## src/rtl/type_pkg.sv

```systemverilog
// Shared bus types and arbiter ownership encoding used by the SoC bus front end.
package type_pkg;

    typedef logic [31:0] MemAddrBus;
    typedef logic [31:0] MemBus;

    localparam MemBus ZeroWord = 32'h0;

    typedef enum logic [1:0] {
        IDLE   = 2'd0,
        OWN_M0 = 2'd1,
        OWN_M1 = 2'd2
    } arb_own_t;

    function automatic arb_own_t own_of(input logic m);
        return m ? OWN_M1 : OWN_M0;
    endfunction

endpackage

```

## src/rtl/arb_rr2.sv

```systemverilog
// Two-requester round-robin ownership FSM with a bounded tenure under contention.
module arb_rr2
    import type_pkg::*;
#(
    parameter int MAX_HOLD = 8
) (
    input  logic       clk,
    input  logic       rst_n,
    input  logic [1:0] req,
    output arb_own_t   own
);

    localparam int HW = $clog2(MAX_HOLD + 1);

    logic          last;
    logic [HW-1:0] hcnt;
    logic          cur;
    logic          mine;
    logic          other;
    logic          expire;
    logic          idle_pick;

    assign cur    = (own == OWN_M1);
    assign mine   = req[cur];
    assign other  = req[~cur];
    assign expire = (hcnt == HW'(MAX_HOLD - 1));
    // From IDLE: m1 wins if it is alone, or on a tie when m0 was the last owner.
    assign idle_pick = req[1] & (~req[0] | ~last);

    always_ff @(posedge clk or negedge rst_n) begin
        if (!rst_n) begin
            own  <= IDLE;
            last <= 1'b1;
            hcnt <= '0;
        end else begin
            case (own)
                IDLE: begin
                    hcnt <= '0;
                    if (|req) begin
                        own  <= own_of(idle_pick);
                        last <= idle_pick;
                    end
                end
                OWN_M0, OWN_M1: begin
                    if (!mine || (other && expire)) begin
                        hcnt <= '0;
                        if (other) begin
                            own  <= own_of(~cur);
                            last <= ~cur;
                        end else begin
                            own <= IDLE;
                        end
                    end else if (other) begin
                        hcnt <= hcnt + 1'b1;
                    end
                end
                default: begin
                    own  <= IDLE;
                    hcnt <= '0;
                end
            endcase
        end
    end

endmodule

```

## src/rtl/bus_arbiter.sv

```systemverilog
// Two-master bus arbiter: round-robin ownership plus the owner-to-bus channel mux.
module bus_arbiter
    import type_pkg::*;
#(
    parameter int MAX_HOLD = 8
) (
    input  logic       clk,
    input  logic       rst_n,
    input  logic       m0_req,
    input  logic       m1_req,
    output logic       m0_gnt,
    output logic       m1_gnt,
    input  MemAddrBus  m0_waddr,
    input  MemBus      m0_wdata,
    input  logic [3:0] m0_we,
    input  MemAddrBus  m0_raddr,
    output MemBus      m0_rdata,
    input  MemAddrBus  m1_waddr,
    input  MemBus      m1_wdata,
    input  logic [3:0] m1_we,
    input  MemAddrBus  m1_raddr,
    output MemBus      m1_rdata,
    output MemAddrBus  b_waddr,
    output MemBus      b_wdata,
    output logic [3:0] b_we,
    output MemAddrBus  b_raddr,
    input  MemBus      b_rdata
);

    arb_own_t own;

    arb_rr2 #(.MAX_HOLD(MAX_HOLD)) u_rr (
        .clk   (clk),
        .rst_n (rst_n),
        .req   ({m1_req, m0_req}),
        .own   (own)
    );

    assign m0_gnt = (own == OWN_M0);
    assign m1_gnt = (own == OWN_M1);

    // Only the owner's channels reach the bus, so a stray we from the other master is dropped.
    always_comb begin
        b_waddr  = ZeroWord;
        b_wdata  = ZeroWord;
        b_we     = 4'h0;
        b_raddr  = ZeroWord;
        m0_rdata = ZeroWord;
        m1_rdata = ZeroWord;
        case (own)
            OWN_M0: begin
                b_waddr  = m0_waddr;
                b_wdata  = m0_wdata;
                b_we     = m0_we;
                b_raddr  = m0_raddr;
                m0_rdata = b_rdata;
            end
            OWN_M1: begin
                b_waddr  = m1_waddr;
                b_wdata  = m1_wdata;
                b_we     = m1_we;
                b_raddr  = m1_raddr;
                m1_rdata = b_rdata;
            end
            default: ;
        endcase
    end

endmodule

```

## config.mk

```make
export PLATFORM = sky130hd
export DESIGN_NAME = bus_arbiter
export DESIGN_NICKNAME = d
export VERILOG_FILES = /design/src/rtl/type_pkg.sv /design/src/rtl/arb_rr2.sv /design/src/rtl/bus_arbiter.sv
export SDC_FILE = /design/constraint.sdc
export NUM_CORES = 1
export LEC_CHECK = 0
export ABC_AREA = 0
export BUFFER_PORTS_ARGS = -buffer_cell sky130_fd_sc_hd__clkbuf_2
export CORE_AREA = 4 4 155 157
export CTS_CLUSTER_DIAMETER = 80
export DETAILED_ROUTE_END_ITERATION = 7
export DIE_AREA = 0 0 159 161
export SETUP_SLACK_MARGIN = 0.2
export SYNTH_ARGS = -nofsm -noshare
export SYNTH_HDL_FRONTEND = slang
export SYNTH_SLANG_ARGS = --single-unit
```

## constraint.sdc

```tcl
create_clock -name clk -period 1.9 [get_ports clk]
set_clock_uncertainty 0.1 [all_clocks]
set_input_delay 0.19 -clock clk [delete_from_list [all_inputs] [get_ports clk]]
set_output_delay 0.19 -clock clk [all_outputs]
set_load 0.1 [all_outputs]
```

==> qor.txt <==
=================================================================================================
Worst skew pair latency                                                                   0.23 ns
Layout Cells excl Fill                                                                      1,070
Total grt overflow                                                                              0
Area added between synthesis and finish                                                      294%
Synthesized Nets                                                                              593
Cts bufs inserted                                                                               3
Portion of the post-synthesis area used by sequential elements                             0.0719
Global-route wire length before repair                                                  27,900 um
Combinational family with the most area after synthesis                              simple AND/OR/NAND/NOR gates
Top_reg_cell synth                                                                        dfrtp_1
Setup Total Neg Slack                                                                   -20.12 ns
Data required, critical path                                                              1.91 ns
Most frequent cells after synthesis                                                  a22oi_1 (100), nor2b_1 (100), and2_1 (64)
Critical Path, Cell by Cell                                                          buf_6 -> ha_4 -> buf_8 -> buf_6 -> mux2_4 -> o311ai_4 -> o21ai_2 -> mux2_4
Min cycle time layout                                                                     2.10 ns
Initial detailed-routing violation count                                                      180
Top cell type by total area after synthesis                                               a22oi_1
Post-synthesis cell area                                                              0.00245 mm2
Peak Freq                                                                                 477 MHz
Cell type of the slowest stage on the worst timing path                                   dfrtp_1
Final Setup Violations                                                                        151
Cell total after placement                                                                  1,033
Global routing's busiest layer                                                               met2
Routing usage on met1                                                                       0.148
Worst hold path class                                                                    in2async
Boundary Pins                                                                                 402
Routed vias                                                                                 4,515
Maximum number of pins on one net before global-route repair                                   30
EDFF count, synth                                                                               0
Dpl hpwl                                                                                14,300 um
Number of nets in the layout                                                                1,028
Tightest Pin Transition                                                                  0.342 ns
Maximum Capacitance Violations                                                                  0
Biggest cell delay along the critical path                                                0.41 ns
GR Util met3                                                                               0.0434
Synthesis-stage register bit count                                                              7
Register clock-pin slew on the reported worst setup and hold paths                        0.04 ns
Starting Density                                                                            0.109
Detailed-route DRC error count                                                                  0
Failing checks                                                                       setup timing
Clock Path Buffers                                                                              2
Overall Global Routing Usage                                                                0.135
Fraction of synthesized area in multiplexers                                               0.0341
Unrepaired setup endpoints after global routing                                              true
Filler cells                                                                                2,096
Startpoint types                                                                         register
Number of antenna violations at the first check in global routing                               0
Share of final-layout standard cells stronger than drive strength 1                         0.934
Synth async-reset ratio                                                                      1.00
Total die area                                                                         0.0256 mm2
Pre-antenna DRT Iters                                                                           4
Share of the synthesized area in the top cell type                                          0.306
Post-Synth Adder-Cell Area                                                                 0.0306
Post-synthesis cell count                                                                     351
Placer congestion estimate                                                                  0.818
Number of global-route vias before repair                                                   4,861
Cell Rows                                                                                      55
Core region area                                                                       0.0225 mm2
Core utilization of the finished layout                                                     0.430
Height of the die                                                                          161 um
Worst Setup End Kind                                                                     register
Number of I/O port buffers                                                                    401
Root cell of the clock tree                                                             clkbuf_16
Antenna diode count                                                                             0
Fraction of the cycle the final worst path needs                                             1.10
Average footprint of a synthesized cell                                                  6.99 um2
Overall die width                                                                          159 um
Ys Warns                                                                                        0
Average wire per standard cell                                                            18.5 um
Via density                                                                                  4.22
TritonCTS Sinks                                                                                 7
Final setup slack of the worst path                                                     -0.195 ns
Class of the most critical setup path                                                     reg2reg
Area share of xor/xnor cells in the synthesized design                                     0.0107
Post-DRT Antenna Nets                                                                           0
Largest cells by area after synthesis                                                a22oi_1 (31%), nor2b_1 (25%), and2_1 (16%)
Area fraction in compound gates after synthesis                                             0.339
Worst max-slew margin expressed relative to the limit                                       0.772
Number of distinct library cell variants in the gate-level netlist after synthesis             31
Total number of H-tree levels                                                                   1
Area share of and/or/nand/nor cells after synthesis                                         0.443
Hold Vio Cnt, Final                                                                             0
Signal arrival time at the worst endpoint                                                 2.11 ns
Worst setup timing slack at the placement stage                                        -0.0183 ns
Wire length reported by the detailed router                                             19,800 um
TritonCTS clock tree                                                                        built
Met2 capacity usage during global routing                                                   0.263
Max Fanout on Critical Path                                                                     6
Result of the run                                                                    finished, violations left
Max-slew violation count                                                                        0
=================================================================================================
## flip-flops by register name, indices dropped and copies added, names as in the netlist
name / flops
u_rr.hcnt: 4
u_rr.own: 2
u_rr.last: 1
## logic make-up after synthesis
kind of cell    after synthesis
mux                           7
simple gates                177
buf+inv                      43
fa+ha+maj                     6
xor+xnor                      3
compound gates              108
flops                         7
## timing repair
item / in CTS / in global routing
resized for setup: 55 / 49
pin swaps: 16 / 10
hold buffers: 1 / 0
buffers inserted: 12 / 3
hold endpoints to repair: 7 / 0
gates cloned: 7 / 10
endpoints found under the setup margin: 169 / 173
## layout make-up
type                            instances  area, um2  area share
Multi-Input combinational cell        301       3450       0.357
Inverter                                2       7.51    0.000776
Sequential cell                         7        176      0.0182
Tap cell                              285        357      0.0369
Clock buffer                            4       78.8     0.00815
Timing Repair Buffer                  471       5600       0.579
## worst max-delay path: cells and delay by family (launching register included)
kind / cells / cell delay (ns)
flip-flops: 1 / 0.41
multiplexers: 2 / 0.62
buffers and inverters: 3 / 0.40
adder cells (fa/ha/maj): 1 / 0.21
AO/OA/AOI/OAI: 2 / 0.23
## stage by stage
stage / hold slack (ns) / area, um2
after floorplan: -0.206 / 3720
after global placement: -0.0641 / 8550
after detailed placement: -0.0570 / 8550
after CTS: 0.275 / 9240
after global routing: 0.296 / 9670
final: 0.258 / 9670
## placed cells by master, fill, tap and decap left out, drive strengths merged, types with 2 or more instances in the layout
cell / netlist / layout
clkbuf: 35 / 247
buf: 6 / 225
nor2b: 100 / 100
a22oi: 100 / 100
and2: 64 / 64
dfrtp: 6 / 6
ha: 6 / 6
nand2: 5 / 5
mux2: 5 / 5
a21oi: 3 / 3
nor2: 3 / 3
inv: 2 / 2
xnor2: 2 / 2
bufbuf: 0 / 2
mux2i: 2 / 2
## layer usage
metal	wire length, um	share of wire
met5	0	0
met4	148	0.0075
met3	1780	0.090
met2	10800	0.54
met1	7090	0.36
## path summary, 6_finish.rpt
kind                               from            to  slack, ns  cells past startpoint
hold reg to reg            u_rr.hcnt[0]  u_rr.hcnt[0]       0.48                      2
setup / recovery            u_rr.own[1]   u_rr.own[1]      -0.20                      8
min in group clk                 m1_req   u_rr.own[0]       0.38                      3
max in group asynchronous         rst_n     u_rr.last       1.20                      2
hold / removal                    rst_n  u_rr.hcnt[0]       0.26                      2
setup reg to reg            u_rr.own[1]   u_rr.own[1]      -0.20                      8
Power is not shown: default switching activity piles up to over one toggle a cycle in this logic, so the estimate is an artifact.
